<file path="config.mk">
export PLATFORM = sky130hd
export DESIGN_NAME = gpu_cmd_sequencer
export DESIGN_NICKNAME = d
export VERILOG_FILES = /design/src/rtl/gpu_cmd_sequencer.sv
export SDC_FILE = /design/constraint.sdc
export NUM_CORES = 1
export LEC_CHECK = 0
export CAP_MARGIN = 20
export CORE_MARGIN = 2
export CORE_UTILIZATION = 58
export DETAILED_ROUTE_END_ITERATION = 10
export GPL_ROUTABILITY_DRIVEN = 0
export GPL_TIMING_DRIVEN = 0
export PLACE_DENSITY = 0.81
export SLEW_MARGIN = 20
export SYNTH_ARGS = -nofsm -noshare
export SYNTH_HDL_FRONTEND = slang
export SYNTH_SLANG_ARGS = --single-unit
</file>
<file path="constraint.sdc">
create_clock -name clk -period 6.3 [get_ports clk]
set_input_delay 0.63 -clock clk [delete_from_list [all_inputs] [get_ports clk]]
set_output_delay 0.63 -clock clk [all_outputs]
set_load 0.05 [all_outputs]
</file>
<file path="src/rtl/gpu_cmd_sequencer.sv">
// rtl/gpu_cmd_sequencer.sv - text-mode command front end: strobe sync, cursor, clear and vblank swap
module gpu_cmd_sequencer #(
  parameter int         TEXT_W      = 80,
  parameter int         TEXT_H      = 60,
  parameter int         ADDR_W      = 13,
  parameter logic [7:0] CLEAR_GLYPH = 8'h00
) (
  input  logic              clk,
  input  logic              rst_n,
  input  logic              interrupt_enable,
  input  logic [1:0]        interrupt_in,
  input  logic [7:0]        data_in,
  input  logic              vblank,
  output logic              buf_wr_en,
  output logic [ADDR_W-1:0] buf_wr_addr,
  output logic [7:0]        buf_wr_data,
  output logic              buf_wr_sel,
  output logic              active_buf,
  output logic [6:0]        cursor_x,
  output logic [5:0]        cursor_y,
  output logic              busy,
  output logic              overrun
);

  localparam logic [1:0] CMD_STORE   = 2'b00;
  localparam logic [1:0] CMD_MOVE    = 2'b01;
  localparam logic [1:0] CMD_DISPLAY = 2'b10;
  localparam logic [1:0] CMD_CLEAR   = 2'b11;

  localparam logic [ADDR_W-1:0] CELLS      = ADDR_W'(TEXT_W * TEXT_H);
  localparam logic [ADDR_W-1:0] ROW_STRIDE = ADDR_W'(TEXT_W);
  localparam logic [6:0]        X_LAST     = 7'(TEXT_W - 1);
  localparam logic [5:0]        Y_LAST     = 6'(TEXT_H - 1);
  localparam logic [7:0]        X_MOD      = 8'(TEXT_W);
  localparam logic [6:0]        Y_MOD      = 7'(TEXT_H);

  typedef enum logic [1:0] {S_IDLE, S_CLEAR, S_SWAP_WAIT} state_t;

  state_t            state;
  logic              strobe_meta;
  logic              strobe_sync;
  logic              strobe_prev;
  logic              cmd_det;
  logic              pend_valid;
  logic [1:0]        pend_cmd;
  logic [7:0]        pend_data;
  // Runs one ahead of the address on the bus: the first clear write is
  // issued together with the transition into S_CLEAR.
  logic [ADDR_W-1:0] clr_cnt;

  logic              exec_valid;
  logic [1:0]        exec_cmd;
  logic [7:0]        exec_data;
  logic [ADDR_W-1:0] cursor_addr;
  logic [7:0]        x_sum;
  logic [7:0]        x_red;
  logic [6:0]        x_mod;
  logic [6:0]        y_sum;
  logic [6:0]        y_red;
  logic [5:0]        y_mod;

  assign cmd_det    = strobe_sync & ~strobe_prev;
  assign buf_wr_sel = ~active_buf;

  // Pick the command to run this cycle in IDLE: a pending one always goes first
  always_comb begin
    exec_valid = 1'b0;
    exec_cmd   = interrupt_in;
    exec_data  = data_in;
    if (state == S_IDLE) begin
      if (pend_valid) begin
        exec_valid = 1'b1;
        exec_cmd   = pend_cmd;
        exec_data  = pend_data;
      end else if (cmd_det) begin
        exec_valid = 1'b1;
      end
    end
  end

  // Cursor address and modular cursor moves (sums stay below 3*modulus)
  always_comb begin
    cursor_addr = ADDR_W'(cursor_y) * ROW_STRIDE + ADDR_W'(cursor_x);
    x_sum = {1'b0, cursor_x} + {1'b0, exec_data[6:0]};
    x_red = (x_sum >= X_MOD) ? x_sum - X_MOD : x_sum;
    x_mod = (x_red >= X_MOD) ? 7'(x_red - X_MOD) : x_red[6:0];
    y_sum = {1'b0, cursor_y} + {1'b0, exec_data[5:0]};
    y_red = (y_sum >= Y_MOD) ? y_sum - Y_MOD : y_sum;
    y_mod = (y_red >= Y_MOD) ? 6'(y_red - Y_MOD) : y_red[5:0];
  end

  // Strobe synchroniser, pending slot and the command FSM with registered outputs
  always_ff @(posedge clk or negedge rst_n) begin
    if (!rst_n) begin
      state       <= S_IDLE;
      strobe_meta <= 1'b0;
      strobe_sync <= 1'b0;
      strobe_prev <= 1'b0;
      pend_valid  <= 1'b0;
      pend_cmd    <= 2'b00;
      pend_data   <= 8'h00;
      clr_cnt     <= '0;
      buf_wr_en   <= 1'b0;
      buf_wr_addr <= '0;
      buf_wr_data <= 8'h00;
      active_buf  <= 1'b0;
      cursor_x    <= 7'd0;
      cursor_y    <= 6'd0;
      busy        <= 1'b0;
      overrun     <= 1'b0;
    end else begin
      strobe_meta <= interrupt_enable;
      strobe_sync <= strobe_meta;
      strobe_prev <= strobe_sync;
      overrun     <= 1'b0;

      // Slot bookkeeping: in IDLE the slot drains as it executes and can be
      // refilled by a same-cycle arrival; while busy only an empty slot fills.
      if (state == S_IDLE) begin
        if (pend_valid) begin
          pend_valid <= cmd_det;
          if (cmd_det) begin
            pend_cmd  <= interrupt_in;
            pend_data <= data_in;
          end
        end
      end else if (cmd_det) begin
        if (!pend_valid) begin
          pend_valid <= 1'b1;
          pend_cmd   <= interrupt_in;
          pend_data  <= data_in;
        end else begin
          overrun <= 1'b1;
        end
      end

      case (state)
        S_IDLE: begin
          buf_wr_en <= 1'b0;
          if (exec_valid) begin
            case (exec_cmd)
              CMD_STORE: begin
                buf_wr_en   <= 1'b1;
                buf_wr_addr <= cursor_addr;
                buf_wr_data <= exec_data;
                if (cursor_x == X_LAST) begin
                  cursor_x <= 7'd0;
                  cursor_y <= (cursor_y == Y_LAST) ? 6'd0 : cursor_y + 6'd1;
                end else begin
                  cursor_x <= cursor_x + 7'd1;
                end
              end
              CMD_MOVE: begin
                if (exec_data[7]) cursor_x <= x_mod;
                else              cursor_y <= y_mod;
              end
              CMD_DISPLAY: begin
                state <= S_SWAP_WAIT;
                busy  <= 1'b1;
              end
              CMD_CLEAR: begin
                cursor_x    <= 7'd0;
                cursor_y    <= 6'd0;
                buf_wr_en   <= 1'b1;
                buf_wr_addr <= '0;
                buf_wr_data <= CLEAR_GLYPH;
                clr_cnt     <= ADDR_W'(1);
                state       <= S_CLEAR;
                busy        <= 1'b1;
              end
              default: ;
            endcase
          end
        end

        S_CLEAR: begin
          if (clr_cnt == CELLS) begin
            buf_wr_en <= 1'b0;
            state     <= S_IDLE;
            busy      <= 1'b0;
          end else begin
            buf_wr_en   <= 1'b1;
            buf_wr_addr <= clr_cnt;
            buf_wr_data <= CLEAR_GLYPH;
            clr_cnt     <= clr_cnt + ADDR_W'(1);
          end
        end

        S_SWAP_WAIT: begin
          buf_wr_en <= 1'b0;
          if (vblank) begin
            active_buf <= ~active_buf;
            state      <= S_IDLE;
            busy       <= 1'b0;
          end
        end

        default: begin
          state <= S_IDLE;
          busy  <= 1'b0;
        end
      endcase
    end
  end

endmodule
</file>
==> Word-level counts from Yosys, hierarchy flattened <==
Cells that the tools add are included.
{ "op_classes": {"addsub": 10, "n_mul": 1, "magnitude_cmp": 4, "eq_ne": 21, "muxes": 58, "bitwise": 3, "n_reduce_logical": 16} }
{ "ops": {"columns": ["operator", "count"], "rows": [
  ["$pmux W13 S2", 3],
  ["$mux W8", 9],
  ["$mux W13", 5],
  ["$pmux W8 S2", 2],
  ["$mux W7", 4],
  ["$mux W6", 4],
  ["$pmux W7 S3", 1],
  ["$ne A2 B2 Y1 const B", 10],
  ["$reduce_and A4 Y1", 5],
  ["$mux W2", 9],
  ["$pmux W6 S3", 1],
  ["$ge A8 B7 Y1 const B", 2],
  ["$mux W1", 16],
  ["$ge A7 B6 Y1 const B", 2],
  ["$add A13 B1 Y13 const B", 1],
  ["$add A13 B7 Y13", 1],
  ["$eq A13 B13 Y1 const B", 1],
  ["$mul A6 B3 Y9 const B", 1],
  ["$add A7 B7 Y8", 1],
  ["$sub A8 B7 Y8 const B", 1],
  ["$add A6 B6 Y7", 1],
  ["$add A7 B1 Y7 const B", 1],
  ["$eq A7 B7 Y1 const B", 1],
  ["$sub A7 B6 Y7 const B", 1],
  ["other kinds (20)", 30]
]} }
{ "totals": {"ff_bits": 67, "inputBits": 14, "output_inout_bits": 39, "word_cells": 129} }

==> Logic depth before layout (Yosys ltp) <==
{ "depth": {"ltp_word": 9, "depth_mapped": 23, "depth_no_buf": 22} }

==> Worst setup path after synthesis <==
No wires, ideal clock.
{ "synth_path": {"kind": "flip-flop to flip-flop", "from": "reg state[0]", "to": "reg cursor_x[5]", "arrival_ns": 4.745, "required_time_ns": 6.180, "setup_slack_ns": 1.435, "path_stages_with_launch": 22, "period_less_slack_ns": 4.865, "cell_sequence": "dfrtp_1 inv_1 ha_1 buf_2 nand2_1 mux2i_1 inv_1 ha_1 a211oi_2 nor4b_1 or3_4 clkinv_4 ha_1 nand2_1 a21oi_1 mux2i_1 ha_1 a21boi_0 a211o_1 a221oi_2 mux2i_1 a31o_1"} }
{ "synth_via": {"elab_chain_cells": 9, "word_cells_on_any_way": 19} }
{ "synth_lines": {"columns": ["item", "line", "rtl"], "rows": [
  ["from (decl)", "39", "state_t state;"],
  ["from (signal assigned)", "95", "state <= S_IDLE;"],
  ["from (signal assigned)", "158", "state <= S_SWAP_WAIT;"],
  ["from (signal assigned)", "168", "state <= S_CLEAR;"],
  ["$logic_not A2 Y1 (*)", "70, 137", null],
  ["$mux W8", "70", "if (state == S_IDLE) begin"],
  ["$add A7 B7 Y8", "84", "x_sum = {1'b0, cursor_x} + {1'b0, exec_data[6:0]};"],
  ["$sub A8 B7 Y8 or $ge A8 B7 Y1 (tied branches)", "85", "x_red = (x_sum >= X_MOD) ? x_sum - X_MOD : x_sum;"],
  ["$mux W8", "85", null],
  ["$sub A7 B7 Y7 or $ge A8 B7 Y1 (tied branches)", "86", "x_mod = (x_red >= X_MOD) ? 7'(x_red - X_MOD) : x_red[6:0];"],
  ["$mux W7", "86", null],
  ["$mux W7", "154", "if (exec_data[7]) cursor_x <= x_mod;"],
  ["$pmux W7 S3", "141", "case (exec_cmd)"],
  ["to (signal assigned)", "150", "cursor_x <= cursor_x + 7'd1;"],
  ["to (signal assigned)", "154", null],
  ["to (decl)", "19", "output logic [6:0] cursor_x,"]
]} }
Mark *: on every way between the ends. The rest lies on a longest branch, timed or not. The select of a mux whose other input is x is not followed.
A chain may end at the register's enable or synchronous reset.

==> Final worst setup path <==
Ends and elaborated chain as after synthesis.

==> impl_metrics.toml <==
[outcome]
status = "finished, final reports clean"

[global_routing]
gr-total-overflow = 0
grt_pass1_wl_mm = 20.5
grt_max_degree = 37
grt_use_total = 0.263
antenna_found_initial = 0
first_global_vias = 4372

[logic_synthesis]
synth_ff_type = "dfrtp_1"
syn-cell-area_mm2 = 0.00501
synth_edf_count = 0
syn_inst = 566
seq_area_frac_synth = 0.335
ys_async_sr_fraction = 1.00
synth_seq_cells = 67
ys_top_cells_by_count = "dfrtp_1, nand2_1, o21ai_0, ha_1"
synth_top_area_frac = 0.335
synth_most_common_cell = "dfrtp_1"
yosys-top-cells-area = "dfrtp_1, ha_1, o21ai_0, nand2_1, mux2_2"
syn_avg_cell_area_um2 = 8.85
ys_warn_count = 0
synth_nets = 626
synthDistinctLibCells = 72
yosysTopAreaCell = "dfrtp_1"

[die]
num_rows = 33
dieArea_mm2 = 0.00939
ios = 53
initial_core_util = 0.603
core-area_mm2 = 0.00830
die_width_um = 96.9
die_h_um = 96.9

[timing]
fmaxAchievable_ghz = 0.175
clock-skew-final_ns = 0.0150
finalCritPeriodShare = 0.909
setup_viol = 0
hold_viol_final = 0
finalSetupTns_ns = 0
slew_headroom = 0.566
finalCriticalPeriod_ns = 5.72
tightest_slew_ns = 0.633
rsz0062_at_grt = "false"
drv_slew = 0

[worst_setup_path]
worstPathRequired_ns = 6.54
startpoint_type = "flop"
cp-end-kind = "flop"
worstPathMaxFanout = 10
path_class = "reg -> reg"
arrival_ns = 5.96

[cells_and_area]
area_growth_pct = 16.9
diodes = 0
nets = 690
final_cell_count_no_fill = 740
drive_gt1_frac = 0.0850

[cts]
cts_buffers = 9
clock_sink_count = 67
cts_root_buf = "clkbuf_8"
cts_setup_buffers = 0
clk_path_buf_depth = 2
cts_max_level = 3
path_clk_slew_ns = 0.09
holdBufCountCts = 0
cts_tree = "done"
insertion_delay_ns = 0.35
cts.repair.resized = 0

[detailed_routing]
via_per_inst = 6.08
totalWireLength_mm = 12.2
wl_met2_mm = 6.03
drtIter0Drc = 237
drc = 0
routedWlPerCell_um = 16.5
wl_met1_mm = 5.39
num_vias = 4497
drt-pass1-iter-count = 5
wl_met3_um = 519
ant_nets = 0
routed.top_layer = "met4"

[placement]
dp_hpwl_mm = 9.40
dp.cells = 724
port_buffers = 52

[run]
max_cap_violations = 0

[worst_hold_path]
worstHoldPathType = "in -> async"
[placed cells by master (no fill, tap or decap), types with 11 or more instances in the layout]
cell type        instances
nor2_1                  33
nand3_1                 16
nand2_1                 61
xnor2_1                 13
o21ai_0                 55
nor2b_1                 14
a21oi_1                 30
nor3_1                  14
clkbuf_1                12
clkdlybuf4s50_1         51
a22oi_1                 13
clkbuf_8                11
ha_1                    42
inv_1                   33
dfrtp_1                 67
mux2_2                  17
[registers in the layout (all words and copies together), names as in the netlist]
register and cells:
active_buf 1, buf_wr_addr 13, buf_wr_data 8, buf_wr_en 1, busy 1, clr_cnt 13, cursor_x 7, cursor_y 6
overrun 1, pend_cmd 2, pend_data 8, pend_valid 1, state 2, strobe_meta 1, strobe_prev 1, strobe_sync 1
[stage by stage]
stage / util / hold slack [ns] / cell area, µm² / setup WS [ns]
after CTS: 0.705 / 0.203 / 5850 / 0.603
after global placement: 0.682 / 0.334 / 5660 / 0.774
after detailed placement: 0.684 / 0.343 / 5680 / 0.616
after floorplan: - / 0.331 / 5010 / 1.44
final: 0.705 / 0.203 / 5850 / 0.575
after global routing: 0.705 / 0.226 / 5850 / 0.174
[cells by family after synthesis]
family,count (synthesis),synth area share
buffers and inverters,53,0.0457
DFF,67,0.335
and+or+nand+nor,184,0.182
AOI/OAI and AO/OA,171,0.226
adders and majority gates,46,0.121
muxes,26,0.0567
xor gates and xnor gates,19,0.0332
[metal layers]
layer / GRT usage / vias up
li1: - / 2176
met1: 0.341 / 2171
met2: 0.454 / 130
met3: 0.0368 / 20
met4: 0.0834 / 0
met5: 0 / -
[cell type report]
type                       instances  area [µm²]
clock inverter                     7        52.6
tap                              105         131
fill                             648        2450
multi-input combinational        446        3100
inverter                          35         136
buffer                            18        92.6
timing repair buffer              53         538
sequential                        67        1680
clock buffer                       9         124
[worst paths after layout]
path                            slack (ns)                  start  depth (start not counted)                       to
worst max-delay path                  0.58   state[0]$_DFFE_PN0P_                         21  cursor_x[5]$_DFFE_PN0P_
worst min-delay path                  0.20                  rst_n                          1        overrun$_DFF_PN0_
worst max register to register        0.58   state[0]$_DFFE_PN0P_                         21  cursor_x[5]$_DFFE_PN0P_
worst min register to register        0.36  strobe_meta$_DFF_PN0_                          0    strobe_sync$_DFF_PN0_
max in group asynchronous             5.55                  rst_n                          2   clr_cnt[0]$_DFFE_PN0P_
min in group clk                      0.36  strobe_meta$_DFF_PN0_                          0    strobe_sync$_DFF_PN0_
[worst max-delay path: stages, from the launching register on]
cell and delay (ns):
dfrtp_1 0.41, inv_1 0.08, ha_1 0.19, buf_2 0.18, nand2_1 0.39, mux2i_1 0.62, inv_1 0.20, ha_1 0.35
a211oi_2 0.31, nor4b_1 0.09, or3_4 0.40, clkinv_4 0.07, ha_1 0.25, nand2_1 0.07, a21oi_1 0.25, mux2i_1 0.34
ha_1 0.27, a21boi_0 0.10, a211o_1 0.30, a221oi_2 0.38, mux2i_1 0.13, a31o_1 0.22
Power is left out: the tool's default activity adds up to more than one toggle a clock period on the data nets, which glitch-free logic cannot reach.
==> RTL change 1, RTL diff (same flow settings) <==
`ADDR_W`: 13 -> 14.
--- a/src/rtl/gpu_cmd_sequencer.sv
+++ b/src/rtl/gpu_cmd_sequencer.sv
@@ -3,5 +3,5 @@
   parameter int         TEXT_W      = 80,
   parameter int         TEXT_H      = 60,
-  parameter int         ADDR_W      = 13,
+  parameter int         ADDR_W      = 14,
   parameter logic [7:0] CLEAR_GLYPH = 8'h00
 ) (
Ports: changed (resized buf_wr_addr); port bits go from 53 to 54. The function was not compared with the original's and may differ.
==> RTL change 1 against the original RTL <==
Routed wire length increased by 4.3%. Cell area rose by 2.7%. Die area rose by 2.8%. Utilization down 1.3 points. Worst hold slack worse by 0.041 ns. Maximum frequency about the same. Via count rose by 2.1%. Count of clock-buffer cells in the layout rose by 2. Sequential cell count rose by 2. Worst setup slack worse by 0.0015 ns. Synthesized area is 2.9% higher.
Power is not shown: default switching activity piles up to over one toggle a cycle in this logic, so the estimate is an artifact.
==> RTL change 1: results (changes against the original RTL) <==
| Metric | Value |
|---|---|
| Clock buffer cells | `11 (+2)` |
| Total inserted antenna cells | `0 (unchanged)` |
| Worst-skew pair later-pin latency | `0.35 ns (about the same)` |
| Average routed wire per standard cell | `17.1 um (+3.6%)` |
| Overall Global Routing Usage | `27.5% (+1.3 points)` |
| Post-synthesis mux area share | `5.85% (+0.18 points)` |
| Post-route clock skew | `0.0101 ns (-0.00488 ns)` |
| Run status | `finished, final reports clean` |
| Cell count of the worst reg-to-reg path | `20 (-4.8%)` |
| Total nets after synthesis | `627 (+0.16%)` |
| Adder-cell area share of the yosys netlist | `11.5% (-0.59 points)` |
| Reg2Reg Setup Slack | `0.57 ns (about the same)` |
| Synthesis Warnings | `0 (unchanged)` |
| Share of the synthesized netlist area taken by xor and xnor gates | `3.71% (+0.39 points)` |
| Pin count of the biggest net entering global routing | `51 (+38%)` |
| Synthesized flop and latch total | `69 (+3.0%)` |
| Number of global-route vias before repair | `4627 (+5.8%)` |
| RR Endpoint | `cursor_x[5]$_DFFE_PN0P_` |
| Via-per-instance ratio | `6.16 (+1.4%)` |
| Synthesized-area fraction occupied by ao, oa, aoi and oai cells | `22.1% (-0.50 points)` |
| Layout non-clock buf frac | `10.2% (-0.57 points)` |
| Fraction of area in clock buffers and inverters | `2.77% (-0.25 points)` |
| Maximum single-stage delay on the critical path | `0.62 ns (about the same)` |
| Post-cts gate resize count | `0 (unchanged)` |
| First-pass GRT wire length | `21900 um (+7.0%)` |
| Post-place instance area | `5840 um2 (+3.0%)` |
| Non-clock inverter count | `30 (-14%)` |
| Layout fillers | `678 (+4.6%)` |
| Number of well taps | `108 (+2.9%)` |
| H-tree levels | `3 (unchanged)` |
| Slowest cell on crit path | `or4b_2` |
| Num CTS Buffers | `9 (unchanged)` |
| Post-detail-place hpwl | `9540 um (+1.5%)` |
| Share of the yosys chip area belonging to registers | `33.5% (about the same)` |
| Synth cell types | `90 (+25%)` |
| Layout cells sized above 1 | `12.6% (+4.1 points)` |
| Nets@finish | `692 (+0.29%)` |
| Crit-path leading delay family | `compound AO/OA/AOI/OAI gates` |
| Slew @ Worst Pin | `0.744 ns (+0.111 ns)` |
| Multi-input combinational area share | `54.2% (+1.2 points)` |
| Number of buffers other than clock buffers in the final layout | `67 (-5.6%)` |
| First DRT Iteration DRCs | `298 (+26%)` |
| Multi-In Gates | `456 (+2.2%)` |
| Leading cell category by total area | `multi-input gates` |
| Commonest cells post-synth | `69 x dfrtp_1, 65 x nand2_1, 47 x o21ai_0` |
| Leading registers by flop count | `buf_wr_addr: 14 flops, clr_cnt: 14 flops` |
| I/O Buffers | `53 (+1.9%)` |
| Ranking of synthesized cells by area | `dfrtp_1 34%, ha_1 10%, nand2_1 4.7%, o21ai_0 4.6%, mux2_2 4.4%` |
| FF+latch area | `1730 um2 (+3.0%)` |
-- RTL change 1: changes by cell type after synthesis, moves of 4 or more --
| cell | change |
|---|---|
| nor2_1 | +8 |
| nor3_1 | -8 |
| clkbuf_1 | -7 |
| o21ai_0 | -8 |
| inv_1 | -4 |
| o21ai_1 | +7 |
| a21oi_1 | -6 |
| nand2_1 | +4 |
-- RTL change 1: how the worst max path moves through the flow --
stage | depth (start not counted) | from | slack [ns] | end
6_report | 20 | state[0]$_DFFE_PN0P_ | 0.57 | cursor_x[5]$_DFFE_PN0P_
5_1_grt | 20 | state[0]$_DFFE_PN0P_ | 0.22 | cursor_x[5]$_DFFE_PN0P_
4_1_cts | 20 | state[0]$_DFFE_PN0P_ | 0.55 | cursor_x[5]$_DFFE_PN0P_
3_5_place_dp | 20 | state[0]$_DFFE_PN0P_ | 0.59 | cursor_x[5]$_DFFE_PN0P_
3_3_place_gp | 20 | state[0]$_DFFE_PN0P_ | 0.76 | cursor_x[5]$_DFFE_PN0P_
2_1_floorplan | 20 | state[0]$_DFFE_PN0P_ | 1.32 | cursor_x[5]$_DFFE_PN0P_
-- RTL change 1: through the flow --
stage,setup slack (ns),hold slack (ns),utilization (%),instances
after global routing,0.222,0.180,69.3,745
after floorplan,1.32,0.331,-,568
after global placement,0.765,0.334,67.1,729
after detailed placement,0.592,0.342,67.3,730
final,0.574,0.162,69.3,745
after CTS,0.546,0.168,69.3,745
-- RTL change 1: routing by layer --
| metal | vias up | wire (um) | GRT usage [%] |
|---|---|---|---|
| met5 | - | 0 | 0 |
| met4 | 0 | 336 | 10.1 |
| met1 | 2176 | 5220 | 35.6 |
| met3 | 30 | 887 | 3.51 |
| li1 | 2195 | - | - |
| met2 | 189 | 6270 | 47.5 |
==> RTL change 2, RTL diff (config.mk and constraints unchanged) <==
Made on the original files. Reset style: synchronous (`rst_n`), changed in one clocked block.
--- a/src/rtl/gpu_cmd_sequencer.sv
+++ b/src/rtl/gpu_cmd_sequencer.sv
@@ -91,5 +91,5 @@
 
   // Strobe synchroniser, pending slot and the command FSM with registered outputs
-  always_ff @(posedge clk or negedge rst_n) begin
+  always_ff @(posedge clk) begin
     if (!rst_n) begin
       state       <= S_IDLE;
Check against the original RTL: differs if rst_n is asserted again (counterexample within 4 cycles, from zero or initial values and one cycle with rst_n low); with rst_n held inactive, the same outputs for 4 cycles.
==> RTL change 2 against the original RTL <==
Cell area rose by 0.71%. Synthesized area rose by 0.97%. Sequential cell count did not move. Global-route usage rose by 1.7 points. Routed wire length rose by 8.3%. Worst setup slack got worse by 0.11 ns. Utilization fell by 1.9 points. Worst hold slack improved by 0.23 ns. Clock skew fell by 0.0074 ns. Critical path depth rose by 5.
==> RTL change 2: results (changes against the original RTL) <==
| Metric | Value |
|---|---|
| First-pass DRT Iterations | `5 (unchanged)` |
| Number of global-route vias before repair | `4518 (+3.3%)` |
| Maximum single-stage delay on the critical path | `0.49 ns (-0.13 ns)` |
| Layout cells sized above 1 | `6.69% (-1.8 points)` |
| Worst-path clk slew | `0.08 ns` |
| Clock tree root buffer cell | `clkbuf_8` |
| Total inserted antenna cells | `0 (unchanged)` |
| Pin count of the biggest net entering global routing | `12 (-68%)` |
| Post-layout instance count excluding filler cells | `781 (+5.5%)` |
| H-tree levels | `3 (unchanged)` |
| Highest ir drop seen on vdd | `111 uV` |
| Worst hold-check path type | `reg -> reg` |
| Power density cells | `239 nW/um2` |
| Worst setup slack before clock tree synthesis | `0.528 ns (-0.0882 ns)` |
| Cell count after synthesis | `606 (+7.1%)` |
| Signal arrival time at the worst endpoint | `6.07 ns (+0.11 ns)` |
| Post-route clock skew | `0.00766 ns (-0.00735 ns)` |
| Post-cts gate resize count | `0 (unchanged)` |
| Leading registers by flop count | `buf_wr_addr: 13 flops, clr_cnt: 13 flops` |
| Post-detail-place hpwl | `10200 um (+8.7%)` |
| Cells after DPL | `766 (+5.8%)` |
| Most used DFF post-synth | `dfxtp_1` |
| Ranking of synthesized cells by area | `dfxtp_1 27%, ha_1 10%, mux2i_1 4.4%, nand2_1 3.4%, nor2_1 3.3%` |
| I/O Buffers | `52 (unchanged)` |
| Synthesis Warnings | `0 (unchanged)` |
| Async SR Flop Fraction | `0% (-100 points)` |
| Via count of the routed design | `4853 (+7.9%)` |
| Hold_sp | `strobe_meta$_SDFF_PN0_` |
| Synth cell types | `70 (-2.8%)` |
| Overall Global Routing Usage | `28.0% (+1.7 points)` |
| Nets@finish | `728 (+5.5%)` |
| Worst-case clock buffer depth | `2 (unchanged)` |
| Post-place instance area | `5710 um2 (+0.62%)` |
| Total nets after synthesis | `665 (+6.2%)` |
| Internal power component | `0.851 mW` |
| Number of antenna violations at the first check in global routing | `0 (unchanged)` |
| Share of the yosys chip area belonging to registers | `26.5% (-7.0 points)` |
| Num CTS Buffers | `9 (unchanged)` |
| FF+latch area | `1340 um2 (-20%)` |
| First DRT Iteration DRCs | `362 (+53%)` |
| Run status | `finished, final reports clean` |
| Layout fillers | `714 (+10%)` |
| Relative slew slack | `51.2% (-5.4 points)` |
| Worst setup path startpoint | `state[0]$_SDFFE_PN0P_` |
| Average routed wire per standard cell | `16.9 um (+2.7%)` |
| Commonest cells post-synth | `67 x dfxtp_1, 46 x nand2_1, 44 x nor2_1` |
| First-pass GRT wire length | `21800 um (+6.4%)` |
| Worst-skew pair later-pin latency | `0.35 ns (about the same)` |
| Setup fix buffers added after clock tree synthesis | `0 (unchanged)` |
| Slowest cell on crit path | `mux2i_1` |
## RTL change 2: cell types whose count changed after synthesis, sizes merged, moves of 8 or more
cell / unedited run / this run
clkbuf: 14 / 22
a21boi: 2 / 14
o21ai: 62 / 34
a22oi: 13 / 3
dfrtp: 67 / 0
dfxtp: 0 / 67
nor2b: 14 / 23
o211a: 0 / 13
nand2: 61 / 46
nor2: 33 / 44
and2: 3 / 11
mux2: 19 / 8
mux2i: 7 / 22
## RTL change 2: power by group through the flow
stage,logic [mW],registers (mW),clock network [mW]
2_1_floorplan,0.278,0.625,0
3_3_place_gp,0.542,0.507,0
3_5_place_dp,0.557,0.509,0
4_1_cts,0.559,0.499,0.348
5_1_grt,0.605,0.505,0.368
6_report,0.562,0.500,0.348
## RTL change 2: routing by layer
| metal | vias up | wire [um] | part of all wire, % | track usage, % |
|---|---|---|---|---|
| met1 | 2272 | 5620 | 43 | 35.8 |
| li1 | 2335 | - | - | - |
| met5 | - | 0 | 0 | 0 |
| met4 | 0 | 366 | 2.8 | 10.3 |
| met3 | 43 | 829 | 6.3 | 4.39 |
| met2 | 203 | 6390 | 48 | 47.9 |
## RTL change 2: worst max-delay path: cells and delay by family (launching register included)
kind | cells | cell delay, ns
compound gates | 9 | 1.85
xor+xnor | 1 | 0.15
fa+ha+maj | 4 | 0.98
buf+inv | 4 | 0.84
flops | 1 | 0.38
mux | 3 | 0.90
simple gates | 5 | 0.63
## RTL change 2: worst paths after layout
kind	end	slack [ns]	cells after the start
setup / recovery	cursor_x[5]$_SDFFE_PN0P_	0.47	26
hold reg to reg	strobe_sync$_SDFF_PN0_	0.44	1
hold / removal	strobe_sync$_SDFF_PN0_	0.44	1
setup reg to reg	cursor_x[5]$_SDFFE_PN0P_	0.47	26
## RTL change 2: cells by family (layout without fill, tap and decap cells)
group	count (synthesis)	in the layout	synth area share, %
and+or+nand+nor	218	218	23.1
AOI/OAI and AO/OA	159	159	22.9
DFF	67	67	26.5
buffers and inverters	60	127	4.75
adders and majority gates	46	46	11.9
muxes	30	30	6.14
xor gates and xnor gates	26	26	4.65
## RTL change 2: layout make-up
class | instances | area share [%]
flip-flops and latches | 67 | 22.8
clock buffers | 10 | 2.17
multi-input cells | 479 | 58.9
repair buffers | 52 | 8.83
plain buffers | 25 | 1.85
well taps | 108 | 2.29
inverters | 35 | 2.23
clock inverters | 5 | 0.934
